`src/rtl/input_fetcher.sv`:
```
// input_fetcher: gathers a KERNEL x KERNEL pixel window from a single-port
// pixel memory, zero-filling positions that fall outside the image, and
// presents it to a controller over a four-phase req/ready handshake.
module input_fetcher #(
    parameter int unsigned DATA_WIDTH        = 8,
    parameter int unsigned KERNEL            = 3,
    parameter int unsigned IMG_W             = 16,
    parameter int unsigned IMG_H             = 16,
    parameter int unsigned ADDR_WIDTH        = 8,
    parameter int unsigned INPUT_WIDTH_LOG   = $clog2(IMG_W),
    parameter int unsigned INPUT_HEIGHT_LOG  = $clog2(IMG_H)
) (
    input  logic                                 clock,
    input  logic                                 reset,
    input  logic                                 input_req,
    input  logic [INPUT_WIDTH_LOG-1:0]           width_index,
    input  logic [INPUT_HEIGHT_LOG-1:0]          height_index,
    output logic                                 input_ready,
    output logic [KERNEL*KERNEL*DATA_WIDTH-1:0]  window_data,
    output logic                                 mem_rd_en,
    output logic [ADDR_WIDTH-1:0]                mem_addr,
    input  logic [DATA_WIDTH-1:0]                mem_rd_data,
    input  logic                                 mem_rd_valid
);

    localparam int unsigned WORDS  = KERNEL * KERNEL;
    localparam int unsigned K_W    = $clog2(WORDS + 1);
    localparam int unsigned RC_W   = $clog2(KERNEL + 1);
    localparam int unsigned IDX_W  = (INPUT_WIDTH_LOG > INPUT_HEIGHT_LOG) ? INPUT_WIDTH_LOG : INPUT_HEIGHT_LOG;
    // One spare bit so index + kernel offset never wraps back into the image.
    localparam int unsigned SUM_W  = ((IDX_W > RC_W) ? IDX_W : RC_W) + 1;
    localparam int unsigned CALC_W = 32;
    localparam int unsigned WIN_W  = WORDS * DATA_WIDTH;

    typedef enum logic [1:0] {
        IDLE      = 2'd0,
        ISSUE     = 2'd1,
        WAIT_DATA = 2'd2,
        READY     = 2'd3
    } state_t;

    state_t                       r_state;
    state_t                       w_state_nxt;
    logic [INPUT_WIDTH_LOG-1:0]   r_wi;
    logic [INPUT_HEIGHT_LOG-1:0]  r_hi;
    logic [K_W-1:0]               r_k;
    logic [RC_W-1:0]              r_kr;
    logic [RC_W-1:0]              r_kc;
    logic [WIN_W-1:0]             r_window;
    logic                         r_rd_en;
    logic [ADDR_WIDTH-1:0]        r_addr;
    logic                         r_ready;

    logic [SUM_W-1:0]             w_row;
    logic [SUM_W-1:0]             w_col;
    logic                         w_in_img;
    logic                         w_last;
    logic [ADDR_WIDTH-1:0]        w_addr_calc;
    logic                         w_accept;
    logic                         w_advance;
    logic [DATA_WIDTH-1:0]        w_word;
    logic                         w_rd_en_c;
    logic [ADDR_WIDTH-1:0]        w_addr_c;
    logic                         w_ready_c;

    // Image coordinates of the current window word and its bounds test.
    always_comb begin
        w_row       = SUM_W'(r_hi) + SUM_W'(r_kr);
        w_col       = SUM_W'(r_wi) + SUM_W'(r_kc);
        w_in_img    = (w_row < SUM_W'(IMG_H)) && (w_col < SUM_W'(IMG_W));
        w_last      = (r_k == K_W'(WORDS - 1));
        w_addr_calc = ADDR_WIDTH'(CALC_W'(w_row) * CALC_W'(IMG_W) + CALC_W'(w_col));
    end

    // Next-state and per-cycle control decisions.
    always_comb begin
        w_state_nxt = r_state;
        w_accept    = 1'b0;
        w_advance   = 1'b0;
        w_word      = '0;
        w_rd_en_c   = 1'b0;
        w_addr_c    = r_addr;
        w_ready_c   = 1'b0;
        case (r_state)
            IDLE: begin
                if (input_req) begin
                    w_accept    = 1'b1;
                    w_state_nxt = ISSUE;
                end
            end
            ISSUE: begin
                if (w_in_img) begin
                    w_rd_en_c   = 1'b1;
                    w_addr_c    = w_addr_calc;
                    w_state_nxt = WAIT_DATA;
                end else begin
                    w_advance   = 1'b1;
                    w_state_nxt = w_last ? READY : ISSUE;
                end
            end
            WAIT_DATA: begin
                if (mem_rd_valid) begin
                    w_advance   = 1'b1;
                    w_word      = mem_rd_data;
                    w_state_nxt = w_last ? READY : ISSUE;
                end
            end
            READY: begin
                w_ready_c = 1'b1;
                if (!input_req) begin
                    w_state_nxt = IDLE;
                end
            end
            default: w_state_nxt = IDLE;
        endcase
    end

    // State register.
    always_ff @(posedge clock or negedge reset) begin
        if (!reset) begin
            r_state <= IDLE;
        end else begin
            r_state <= w_state_nxt;
        end
    end

    // Latched indices, word counters, window storage and registered outputs.
    always_ff @(posedge clock or negedge reset) begin
        if (!reset) begin
            r_wi     <= '0;
            r_hi     <= '0;
            r_k      <= '0;
            r_kr     <= '0;
            r_kc     <= '0;
            r_window <= '0;
            r_rd_en  <= 1'b0;
            r_addr   <= '0;
            r_ready  <= 1'b0;
        end else begin
            r_rd_en <= w_rd_en_c;
            r_addr  <= w_addr_c;
            r_ready <= w_ready_c;
            if (w_accept) begin
                r_wi <= width_index;
                r_hi <= height_index;
                r_k  <= '0;
                r_kr <= '0;
                r_kc <= '0;
            end else if (w_advance) begin
                r_window[int'(r_k)*DATA_WIDTH +: DATA_WIDTH] <= w_word;
                r_k <= r_k + K_W'(1);
                if (r_kc == RC_W'(KERNEL - 1)) begin
                    r_kc <= '0;
                    r_kr <= r_kr + RC_W'(1);
                end else begin
                    r_kc <= r_kc + RC_W'(1);
                end
            end
        end
    end

    assign input_ready = r_ready;
    assign window_data = r_window;
    assign mem_rd_en   = r_rd_en;
    assign mem_addr    = r_addr;

endmodule

```
`config.mk`:
```
export PLATFORM = sky130hd
export DESIGN_NAME = input_fetcher
export DESIGN_NICKNAME = d
export VERILOG_FILES = /design/src/rtl/input_fetcher.sv
export SDC_FILE = /design/constraint.sdc
export NUM_CORES = 1
export LEC_CHECK = 0
export BUFFER_PORTS_ARGS = -buffer_cell sky130_fd_sc_hd__clkbuf_2
export CORE_MARGIN = 10
export CORE_UTILIZATION = 59
export DETAILED_ROUTE_END_ITERATION = 12
export PLACE_DENSITY = 0.85
export SLEW_MARGIN = 20
export SYNTH_ARGS = -nofsm -noshare
export SYNTH_HDL_FRONTEND = slang
export SYNTH_SLANG_ARGS = --single-unit
export TNS_END_PERCENT = 30
```
`constraint.sdc`:
```
create_clock -name clock -period 7.3 [get_ports clock]
set_input_delay 1.46 -clock clock [delete_from_list [all_inputs] [get_ports clock]]
set_output_delay 1.46 -clock clock [all_outputs]
set_load 0.005 [all_outputs]
```
==> run summary, run 1 <==
Chip Height -> 110 microns
Clk_skew -> 0.0167 ns
Slew margin rel. -> 37.8%
Number of cells on the worst reg-to-reg path -> 6
Count of endpoints failing setup in the final report -> 0
Actual transition at the worst max-transition pin -> 0.928 ns
Critical Path Fanout Max -> 20
Final Cycle Share -> 43.5%
Yosys reg bits -> 100
Pin count of the biggest net entering global routing -> 60
Adder-cell share of the synthesized area -> 4.47%
CTS H-tree depth -> 3
Launch point of the critical path -> r_k[0]$_DFFE_PN0P_
Top Usage Layer GRT -> met2
Clock power frac -> 25.2%
Kind of path behind the tightest hold check -> register to register
Multiplexer fraction of the synthesized cell area -> 18.8%
Maximum buffer depth of the clock tree -> 2
GR Layer Usage met1 -> 24.7%
Overall power after layout -> 1.43 mW
Largest family of logic cells by synthesized area -> multiplexers
Count of vias placed by the detailed router -> 3447
Post-route DRC violation count -> 0
RSZ-0062 raised after global routing -> no
Number of DRC markers after the initial detailed-route iteration -> 137
Vias per inst -> 5.68
Category of the worst setup path launch point -> register
Fraction of registers with async set or reset after synthesis -> 100%
Port Buffers -> 101
Final-report max-slew violation count -> 0
Count of unique library cells instantiated by Yosys -> 48
Antenna fix cells -> 0
Routability-driven placement congestion ratio -> 0.893
Initial cell density of the core -> 61.3%
CTS tree -> yes
Final period demand of the worst path -> 3.17 ns
Number of fillers in the final layout -> 578
Switching part of the total -> 35.3%
Share of the synthesized area in the top cell type -> 52.0%
Wire length after detailed routing -> 11400 microns
PwrDens -> 256 mW/mm^2
Clock Sinks -> 100
Synthesized area -> 0.00481 sq mm
Top cells by area, synth -> dfrtp_1 52%, mux2_2 16%, ha_1 3.6%
Most common flop cell mapped by yosys -> dfrtp_1
Number of I/O pins -> 102
Internal Pwr Total -> 923 uW
Final antenna-violating net count -> 0
Leak Pwr -> 2.88 nW
Worst hold path startpoint -> mem_addr[3]$_DFFE_PN0P_
Post-CTS repair timing setup buffer count -> 0
Ratio of cells with drive above 1 in the final layout -> 41.4%
Mean cell area of the mapped netlist -> 12.0 sq um
Status -> complete, no violations
Std cell rows -> 32
Final Hold Violating Endpoints -> 0
Count of TritonRoute iterations in the first routing pass -> 4
Gate count after technology mapping -> 402
Total congestion overflow after global routing -> 0
Post-cts resize count -> 0
NumNets Final -> 536
# Max-Cap Violations -> 0
CTS hold repair buffers -> 0
Syn. warnings -> 0
Number of synthesized flops with an enable pin -> 0
Flop pwr share -> 46.7%
Proportion of power drawn by combinational gates -> 28.1%
Fraction of the yosys area taken by sequential cells -> 52.0%
CP Capture Type -> register
Number of CTS-inserted buffers -> 9
Number of stages on the worst hold path -> 2
Die Wd -> 110 microns
Number of global-route vias before repair -> 3526
CTS root buffer -> clkbuf_8
Clock slew seen by the registers of the worst setup and hold paths -> 0.09 ns
Wire length of the first global-routing pass -> 18300 microns
VDD IR max -> 0.128 mV
Post-synthesis cell type with the largest combined area -> dfrtp_1
Category of the critical setup timing path -> register to register
Xor/xnor cell area share of the yosys netlist -> 1.27%
Reg2reg start -> r_k[0]$_DFFE_PN0P_
DPL Wire Length -> 8390 microns
Achievable clock frequency -> 315 MHz
Net count after synthesis -> 438
Synthesized-area fraction occupied by ao, oa, aoi and oai cells -> 5.67%
Final TNS setup -> 0 ns
Synth Area in Simple Gates -> 14.7%
GRT met3 Usage -> 6.04%
Area growth syn-to-layout -> 15.9%
Die footprint -> 0.0122 sq mm
Required arrival time at the worst endpoint -> 7.56 ns
Average wire length per cell after detail routing -> 18.7 microns
Net switching power of the design -> 504 uW
Met2 routing resource usage after global routing -> 30.3%
Number of antenna violations at the first check in global routing -> 0
Signal arrival time at the worst endpoint -> 3.44 ns
Insertion delay to the later sink of the worst-skew pair -> 0.38 ns
Commonest cells after routing, fill and taps aside -> 100 x clkbuf_2, 100 x dfrtp_1, 68 x mux2_2
Floorplan core area -> 0.00785 sq mm
Overall global routing resource usage -> 19.3%
==> critical path: stages, from the launching register on <==
cell and delay, ns:
dfrtp_1 0.51, inv_1 0.37, ha_1 0.62, inv_1 0.18, a2111o_1 0.51, nor3_4 0.48, mux2_2 0.40
==> through the flow <==
stage	util, %	setup WS [ns]	instance area, sq um	std cells	hold slack [ns]
finish	71.1	4.13	5580	607	0.483
global route	71.1	3.96	5580	607	0.510
CTS	71.1	4.15	5580	607	0.493
detailed placement	68.5	3.91	5380	591	0.473
global placement	68.5	3.95	5380	591	0.462
floorplan	-	4.32	4810	402	0.452
==> final timing paths <==
kind | slack (ns) | endpoint
worst min-delay path | 0.48 | mem_addr[3]$_DFFE_PN0P_
max in group asynchronous | 5.08 | r_k[1]$_DFFE_PN0P_
worst max-delay path | 4.13 | window_data[19]$_DFFE_PN0P_
worst min register to register | 0.48 | mem_addr[3]$_DFFE_PN0P_
min in group asynchronous | 1.05 | mem_addr[1]$_DFFE_PN0P_
worst max register to register | 4.13 | window_data[19]$_DFFE_PN0P_
==> area by class of cell <==
type / count / area, sq um / area share (%)
repair buffers: 103 / 523 / 9.38
inverters: 17 / 63.8 / 1.14
multi-input cells: 269 / 2160 / 38.8
clock inverters: 6 / 70.1 / 1.26
clock buffers: 10 / 128 / 2.29
well taps: 102 / 128 / 2.29
flip-flops and latches: 100 / 2500 / 44.9
==> cells by family (layout without fill, tap and decap cells) <==
| logic type | after synthesis | after routing |
|---|---|---|
| xor gates and xnor gates | 7 | 7 |
| and+or+nand+nor | 133 | 133 |
| adders and majority gates | 16 | 16 |
| muxes | 78 | 78 |
| DFF | 100 | 100 |
| buffers and inverters | 33 | 136 |
| AOI/OAI and AO/OA | 35 | 35 |
==> cells in the mapped netlist, types with 2 or more instances <==
| library cell | instances |
|---|---|
| clkbuf_1 | 6 |
| or3_1 | 3 |
| buf_2 | 5 |
| fa_1 | 2 |
| a21o_1 | 3 |
| mux2_2 | 68 |
| o211ai_1 | 2 |
| xnor2_1 | 5 |
| ha_1 | 14 |
| and4b_2 | 2 |
| mux2_4 | 8 |
| a21oi_1 | 7 |
| a2111o_1 | 2 |
| nor2b_1 | 3 |
| nor3_1 | 25 |
| buf_1 | 2 |
| nand2_1 | 35 |
| o21ai_0 | 10 |
| mux2i_1 | 2 |
| nor2_1 | 39 |
| buf_6 | 2 |
| or4_1 | 5 |
| dfrtp_1 | 100 |
| nor3_4 | 4 |
| a211o_1 | 2 |
| nand3_1 | 6 |
| nor4_4 | 2 |
| inv_1 | 17 |
| xor2_1 | 2 |
==> state kept, by name, summed over array words and instances (netlist names) <==
register	count
r_state	2
input_ready	1
r_kc	2
window_data	72
r_kr	2
r_hi	4
r_k	4
r_wi	4
mem_rd_en	1
mem_addr	8
==> layer usage <==
layer / vias up / wire length, microns / part of all wire, %
met5: - / 0 / 0
met4: 0 / 158 / 1.4
met3: 15 / 962 / 8.5
met2: 109 / 5460 / 48
met1: 1719 / 4770 / 42
li1: 1604 / - / -
==> power by group through the flow <==
stage                     combinational [mW]  sequential [mW]  clock (mW)
after CTS                              0.404            0.665       0.363
after detailed placement               0.402            0.677           0
after floorplan                        0.291            0.666           0
after global routing                   0.448            0.675       0.387
after global placement                 0.388            0.671           0
final                                  0.401            0.666       0.360
No activity file was read; power rests on OpenSTA's default activity.
==> run 2: changes to the inputs <==
--- a/config.mk
+++ b/config.mk
@@ -5,11 +5,12 @@
 export SDC_FILE = /design/constraint.sdc
 export NUM_CORES = 1
 export LEC_CHECK = 0
+export ABC_AREA = 1
 export BUFFER_PORTS_ARGS = -buffer_cell sky130_fd_sc_hd__clkbuf_2
 export CORE_MARGIN = 10
-export CORE_UTILIZATION = 59
+export CORE_UTILIZATION = 55
 export DETAILED_ROUTE_END_ITERATION = 12
-export PLACE_DENSITY = 0.85
+export PLACE_DENSITY = 0.8
 export SLEW_MARGIN = 20
 export SYNTH_ARGS = -nofsm -noshare
 export SYNTH_HDL_FRONTEND = slang
==> constraint.sdc (replaced) <==
create_clock -name clock -period 3.3 [get_ports clock]
set_input_delay 0.66 -clock clock [delete_from_list [all_inputs] [get_ports clock]]
set_output_delay 0.66 -clock clock [all_outputs]
set_load 0.005 [all_outputs]
==> run 2 against run 1 <==
Worst setup slack got worse by 3.8 ns. Sequential power is 120% higher. Register-to-register slack worse by 3.8 ns. Synthesized cell count up 48%. Die area rose by 5.4%. Clock-buffer cell count is 1 higher. Non-clock buffer count is the same. Final area grew 0.16%. Hold slack got worse by 0.19 ns.
==> run summary, run 2 <==
Count of unique library cells instantiated by Yosys -> 33 (-31%)
CTS H-tree depth -> 3 (unchanged)
Signal arrival time at the worst endpoint -> 3.20 ns (-0.24 ns)
CTS root buffer -> clkbuf_8
DPL Wire Length -> 9160 microns (+9.1%)
Final period demand of the worst path -> 2.94 ns (-0.236 ns)
Commonest cells after routing, fill and taps aside -> 249 x nand2_1, 100 x clkbuf_2, 100 x dfrtp_1
Chip Height -> 113 microns (+2.6%)
Syn. warnings -> 0 (unchanged)
RSZ-0062 raised after global routing -> no
Synthesized area -> 0.00478 sq mm (-0.65%)
# Max-Cap Violations -> 0 (unchanged)
Routability-driven placement congestion ratio -> 0.976 (+9.3%)
Share of the synthesized area in the top cell type -> 52.3% (+0.34 points)
Final Hold Violating Endpoints -> 0 (unchanged)
Number of synthesized flops with an enable pin -> 0 (unchanged)
Number of DRC markers after the initial detailed-route iteration -> 385 (+180%)
Fraction of the yosys area taken by sequential cells -> 52.3% (+0.34 points)
Number of fillers in the final layout -> 704 (+22%)
Post-place setup slack -> 0.439 ns (-3.48 ns)
Initial cell density of the core -> 57.3% (-4.0 points)
Required arrival time at the worst endpoint -> 3.56 ns (-4.00 ns)
Pin count of the biggest net entering global routing -> 56 (-6.7%)
Non-filler instance count after layout -> 803 (+32%)
Area growth syn-to-layout -> 16.8%
CTS tree -> yes
Gate count after technology mapping -> 594 (+48%)
Wire length after detailed routing -> 12100 microns (+6.5%)
CP Capture Type -> register
Switching part of the total -> 35.0% (-0.31 points)
Final-report max-slew violation count -> 0 (unchanged)
Internal Pwr Total -> 2.10 mW (+130%)
Final antenna-violating net count -> 0 (unchanged)
Count of TritonRoute iterations in the first routing pass -> 5 (+1)
Worst hold slack -> 0.289 ns (-0.194 ns)
Final TNS setup -> 0 ns (unchanged)
Number of antenna violations at the first check in global routing -> 0 (unchanged)
Category of the critical setup timing path -> register to register
CTS hold repair buffers -> 0 (unchanged)
Ranking of synthesized cells by instance count -> 249 x nand2_1, 100 x dfrtp_1, 52 x nand3_1, 50 x nor2_1, 47 x inv_1
Std cell rows -> 33 (+3.1%)
VDD IR max -> 0.365 mV (+180%)
Top cells by area, synth -> dfrtp_1 52%, nand2_1 20%, nand3_1 5.4%
Clock Sinks -> 100 (unchanged)
Most common cell after layout, fill and taps aside -> nand2_1
Number of I/O pins -> 102 (unchanged)
Achievable clock frequency -> 340 MHz (+8.0%)
Fraction of registers with async set or reset after synthesis -> 100% (unchanged)
PwrDens -> 579 mW/mm^2 (+130%)
Port Buffers -> 101 (unchanged)
Leak Pwr -> 3.25 nW (+13%)
Proportion of power drawn by combinational gates -> 27.3% (-0.8 points)
Final instance area -> 0.00559 sq mm (+0.16%)
Average wire length per cell after detail routing -> 15.1 microns (-19%)
Floorplan core area -> 0.00834 sq mm (+6.3%)
Kind of path behind the tightest hold check -> input port to asynchronous set/reset pin
Core occupancy in the finished layout -> 67.0% (-4.1 points)
Count of vias placed by the detailed router -> 4204 (+22%)
Category of the worst setup path launch point -> register
Area post-placement -> 0.00536 sq mm (-0.37%)
Overall power after layout -> 3.23 mW (+130%)
Post-CTS repair timing setup buffer count -> 0 (unchanged)
Die Wd -> 113 microns (+2.6%)
Antenna fix cells -> 0 (unchanged)
Total congestion overflow after global routing -> 0 (unchanged)
Clock slew seen by the registers of the worst setup and hold paths -> 0.10 ns (about the same)
Slew margin rel. -> 60.4% (+23 points)
Net count after synthesis -> 630 (+44%)
Mean cell area of the mapped netlist -> 8.05 sq um (-33%)
Vias per inst -> 5.24 (-7.8%)
Insertion delay to the later sink of the worst-skew pair -> 0.37 ns (about the same)
Clock power frac -> 26.9% (+1.7 points)
Flip-flop count of the largest register after layout -> 72 (unchanged)
Most common flop cell mapped by yosys -> dfrtp_1
Leading cell type by number of instances after synthesis -> nand2_1
Status -> complete, no violations
NumNets Final -> 729 (+36%)
Yosys reg bits -> 100 (unchanged)
Final critical-path setup slack -> 0.361 ns (-3.76 ns)
Net switching power of the design -> 1.13 mW (+120%)
Clk_skew -> 0.0169 ns (+0.000178 ns)
Die footprint -> 0.0128 sq mm (+5.4%)
Maximum buffer depth of the clock tree -> 2 (unchanged)
Count of endpoints failing setup in the final report -> 0 (unchanged)
Actual transition at the worst max-transition pin -> 0.592 ns (-0.336 ns)
Number of global-route vias before repair -> 4214 (+20%)
Post-synthesis cell type with the largest combined area -> dfrtp_1
Critical Path Fanout Max -> 29 (+45%)
Wire length of the first global-routing pass -> 20100 microns (+10%)
Final Cycle Share -> 89.1% (+46 points)
Overall global routing resource usage -> 18.9% (-0.34 points)
Flop pwr share -> 45.8% (-0.9 points)
Ratio of cells with drive above 1 in the final layout -> 17.9% (-23 points)
Dpl cells -> 787 (+33%)
Post-cts resize count -> 0 (unchanged)
Post-route DRC violation count -> 0 (unchanged)
Number of CTS-inserted buffers -> 9 (unchanged)
-- run 2: changes by cell type after synthesis, sizes merged, moves of 18 or more --
cell   previous run  this run
nand3             6        53
nor3             29         4
mux2             76         0
inv              17        48
nand4             1        19
nand2            35       250
-- run 2: cell families (layout without fill, tap and decap cells) --
logic type / count (synthesis) / count (layout) / synth area share (%)
fa+ha+maj: 16 / 16 / 4.50
xor+xnor: 7 / 7 / 1.28
compound gates: 25 / 25 / 2.93
simple gates: 380 / 380 / 33.1
flops: 100 / 100 / 52.3
buf+inv: 66 / 170 / 5.89
-- run 2: layer usage --
layer | track usage (%) | vias up | wire length, microns
met5 | 0 | - | 0
met4 | 7.36 | 0 | 240
met3 | 5.28 | 30 | 1060
met2 | 30.8 | 176 | 5690
met1 | 23.3 | 1934 | 5110
li1 | - | 2064 | -
-- run 2: final timing paths --
kind	startpoint	to	slack, ns	depth (start not counted)
max in group asynchronous	reset	window_data[34]$_DFFE_PN0P_	2.32	2
min in group clock	mem_addr[1]$_DFFE_PN0P_	mem_addr[1]$_DFFE_PN0P_	0.48	2
worst max register to register	r_k[0]$_DFFE_PN0P_	window_data[61]$_DFFE_PN0P_	0.36	9
worst min register to register	mem_addr[1]$_DFFE_PN0P_	mem_addr[1]$_DFFE_PN0P_	0.48	2
worst min-delay path	reset	window_data[11]$_DFFE_PN0P_	0.29	1
worst max-delay path	r_k[0]$_DFFE_PN0P_	window_data[61]$_DFFE_PN0P_	0.36	9
-- run 2: cell type report --
type / instances / area [sq um] / area share [%]
inverters: 51 / 191 / 3.43
clock inverters: 5 / 85.1 / 1.52
clock buffers: 11 / 141 / 2.53
well taps: 105 / 131 / 2.35
repair buffers: 103 / 536 / 9.59
multi-input cells: 428 / 2000 / 35.8
flip-flops and latches: 100 / 2500 / 44.8
-- run 2: power groups by stage --
stage,Sequential (mW),Clock [mW],Combinational (mW)
after floorplan,1.48,0,0.657
after global placement,1.49,0,0.847
after detailed placement,1.50,0,0.879
after CTS,1.48,0.883,0.887
after global routing,1.50,0.927,1.02
final,1.48,0.869,0.884
-- run 2: critical path, stage by stage, from the launching register on --
cell and delay [ns]:
dfrtp_1 0.62, inv_1 0.31, ha_1 0.38, xnor2_1 0.19
nor2_1 0.18, nand2_1 0.12, nor2_4 0.50, nand2_1 0.32
nand2_1 0.16, nand2_1 0.07
==> run 3: changes to the inputs <==
--- a/config.mk
+++ b/config.mk
@@ -6,11 +6,12 @@
 export NUM_CORES = 1
 export LEC_CHECK = 0
 export ABC_AREA = 1
+export ABC_CLOCK_PERIOD_IN_PS = 3800
 export BUFFER_PORTS_ARGS = -buffer_cell sky130_fd_sc_hd__clkbuf_2
 export CORE_MARGIN = 10
-export CORE_UTILIZATION = 55
+export CORE_UTILIZATION = 59
 export DETAILED_ROUTE_END_ITERATION = 12
-export PLACE_DENSITY = 0.8
+export PLACE_DENSITY = 0.85
 export SLEW_MARGIN = 20
 export SYNTH_ARGS = -nofsm -noshare
 export SYNTH_HDL_FRONTEND = slang
==> constraint.sdc (replaced) <==
create_clock -name clock -period 3.8 [get_ports clock]
set_input_delay 0.76 -clock clock [delete_from_list [all_inputs] [get_ports clock]]
set_output_delay 0.76 -clock clock [all_outputs]
set_load 0.005 [all_outputs]
==> run 3 against run 2 <==
Critical path depth did not move. Core utilization rose by 4.2 points. Via count rose by 2.1%. Global-route usage rose by 1.2 points. Flip-flop and latch count did not move. Highest routed layer unchanged. Routed wire length fell by 0.52%. Sequential power fell by 13%. Register-to-register slack improved by 0.37 ns. Fmax fell by 4.3%. Largest cell class unchanged. Clock-buffer cell count fell by 1. Cell count fell by 0.62%.
==> run summary, run 3 (synthesized netlist as in run 2, its figures left out) <==
Final-report max-slew violation count -> 0 (unchanged)
Post-route DRC violation count -> 0 (unchanged)
Post-cts resize count -> 0 (unchanged)
Final instance area -> 0.00556 sq mm (-0.54%)
Clock slew seen by the registers of the worst setup and hold paths -> 0.09 ns (about the same)
Number of antenna violations at the first check in global routing -> 0 (unchanged)
# Max-Cap Violations -> 0 (unchanged)
Insertion delay to the later sink of the worst-skew pair -> 0.36 ns (about the same)
Vias per inst -> 5.38 (+2.7%)
CTS hold repair buffers -> 0 (unchanged)
Chip Height -> 110 microns (-2.8%)
Actual transition at the worst max-transition pin -> 0.686 ns (+0.0932 ns)
Worst hold slack -> 0.323 ns (+0.0347 ns)
Average wire length per cell after detail routing -> 15.1 microns (+0.10%)
Leak Pwr -> 3.23 nW (-0.45%)
Maximum buffer depth of the clock tree -> 2 (unchanged)
Number of CTS-inserted buffers -> 9 (unchanged)
Number of fillers in the final layout -> 644 (-8.5%)
CTS H-tree depth -> 3 (unchanged)
Final Cycle Share -> 80.8% (-8.2 points)
Overall global routing resource usage -> 20.1% (+1.2 points)
Std cell rows -> 32 (-3.0%)
Number of cells on the worst reg-to-reg path -> 9 (unchanged)
Launch point of the critical path -> r_k[0]$_DFFE_PN0P_
Number of DRC markers after the initial detailed-route iteration -> 351 (-8.8%)
Wire length of the first global-routing pass -> 19500 microns (-3.0%)
DPL Wire Length -> 9250 microns (+1.0%)
CP Capture Type -> register
Initial cell density of the core -> 61.2% (+3.9 points)
Critical Path Fanout Max -> 36 (+24%)
Commonest cells after routing, fill and taps aside -> 249 x nand2_1, 100 x clkbuf_2, 100 x dfrtp_1
Number of global-route vias before repair -> 4143 (-1.7%)
Die Wd -> 110 microns (-2.8%)
PwrDens -> 504 mW/mm^2 (-13%)
Ratio of cells with drive above 1 in the final layout -> 17.8% (-0.092 points)
RSZ-0062 raised after global routing -> no
Count of vias placed by the detailed router -> 4291 (+2.1%)
Achievable clock frequency -> 326 MHz (-4.3%)
Core occupancy in the finished layout -> 71.2% (+4.2 points)
End of the critical path -> window_data[67]$_DFFE_PN0P_
Most common cell after layout, fill and taps aside -> nand2_1
Wire length after detailed routing -> 12000 microns (-0.52%)
Clk_skew -> 0.00621 ns (-0.0107 ns)
Antenna fix cells -> 0 (unchanged)
Routability-driven placement congestion ratio -> 0.955 (-2.2%)
Total congestion overflow after global routing -> 0 (unchanged)
Kind of path behind the tightest hold check -> input port to asynchronous set/reset pin
Count of endpoints failing setup in the final report -> 0 (unchanged)
Reg2reg start -> r_k[0]$_DFFE_PN0P_
Final Hold Violating Endpoints -> 0 (unchanged)
Final antenna-violating net count -> 0 (unchanged)
Overall power after layout -> 2.80 mW (-13%)
Reg-to-Reg End -> window_data[67]$_DFFE_PN0P_
Category of the worst setup path launch point -> register
Pin count of the biggest net entering global routing -> 37 (-34%)
Signal arrival time at the worst endpoint -> 3.32 ns (+0.12 ns)
Port Buffers -> 101 (unchanged)
Final period demand of the worst path -> 3.07 ns (+0.132 ns)
Category of the critical setup timing path -> register to register
Flop-to-flop setup slack -> 0.73 ns (+0.37 ns)
Flip-flop count of the largest register after layout -> 72 (unchanged)
Count of TritonRoute iterations in the first routing pass -> 5 (unchanged)
Area taken by multi-input logic gates -> 0.00200 sq mm (unchanged)
Floorplan core area -> 0.00781 sq mm (-6.4%)
Register area -> 0.00250 sq mm (unchanged)
Number of I/O pins -> 102 (unchanged)
CTS root buffer -> clkbuf_8
CTS tree -> yes
Required arrival time at the worst endpoint -> 4.05 ns (+0.49 ns)
Die footprint -> 0.0121 sq mm (-5.6%)
NumNets Final -> 729 (unchanged)
Area post-placement -> 0.00534 sq mm (-0.30%)
Post-CTS repair timing setup buffer count -> 0 (unchanged)
Clock Sinks -> 100 (unchanged)
Status -> complete, no violations
Slew margin rel. -> 54.2% (-6.2 points)
Area growth syn-to-layout -> 16.2%
VDD IR max -> 0.298 mV (-18%)
Final TNS setup -> 0 ns (unchanged)
[run 3: changes by cell type in the layout (fill, tap and decap cells not counted)]
cell / delta
clkinv_4: -2
buf_12: -1
clkinvlp_4: +1
clkbuf_1: -1
buf_4: +1
[run 3: power breakdown]
part           internal [mW]  leakage [nW]  switching [mW]  total [mW]
Clock                  0.382         0.100           0.349       0.730
Combinational          0.252          1.76           0.529       0.782
Sequential              1.18          1.37           0.105        1.29
[run 3: how the worst min path moves through the flow]
stage                                     start                     endpoint  slack [ns]  depth (start not counted)
finish                                    reset   window_data[4]$_DFFE_PN0P_        0.32                          1
global placement    window_data[27]$_DFFE_PN0P_  window_data[27]$_DFFE_PN0P_        0.45                          2
global route                              reset   window_data[4]$_DFFE_PN0P_        0.34                          1
floorplan                                 reset        input_ready$_DFF_PN0_        0.46                          0
CTS                                       reset   window_data[4]$_DFFE_PN0P_        0.33                          1
detailed placement  window_data[58]$_DFFE_PN0P_  window_data[58]$_DFFE_PN0P_        0.46                          2
[run 3: metrics by stage]
step | setup slack [ns] | cells
floorplan | 1.72 | 594
global placement | 1.11 | 784
detailed placement | 0.835 | 784
CTS | 0.816 | 798
global route | 0.467 | 798
finish | 0.729 | 798
[run 3: routing by layer]
layer,wire [microns],vias up,track usage [%],share of wire [%]
li1,-,2073,-,-
met1,5040,2019,25.9,42
met2,5720,177,32.3,48
met3,1070,22,5.17,8.9
met4,204,0,7.06,1.7
met5,0,-,0,0
[run 3: final cells by class]
type / instances / area share (%)
sequential: 100 / 45.0
clock inverter: 4 / 1.35
tap: 102 / 2.30
clock buffer: 10 / 2.48
multi-input combinational: 428 / 36.0
timing repair buffer: 103 / 9.41
inverter: 51 / 3.45
[run 3: worst max-delay path: stages, from the launching register on]
cell	delay (ns)
dfrtp_1	0.60
inv_1	0.30
ha_1	0.37
xnor2_1	0.21
nor2_1	0.20
nand2_1	0.12
nor2_4	0.57
nand2_1	0.35
nand2_1	0.15
nand2_1	0.08
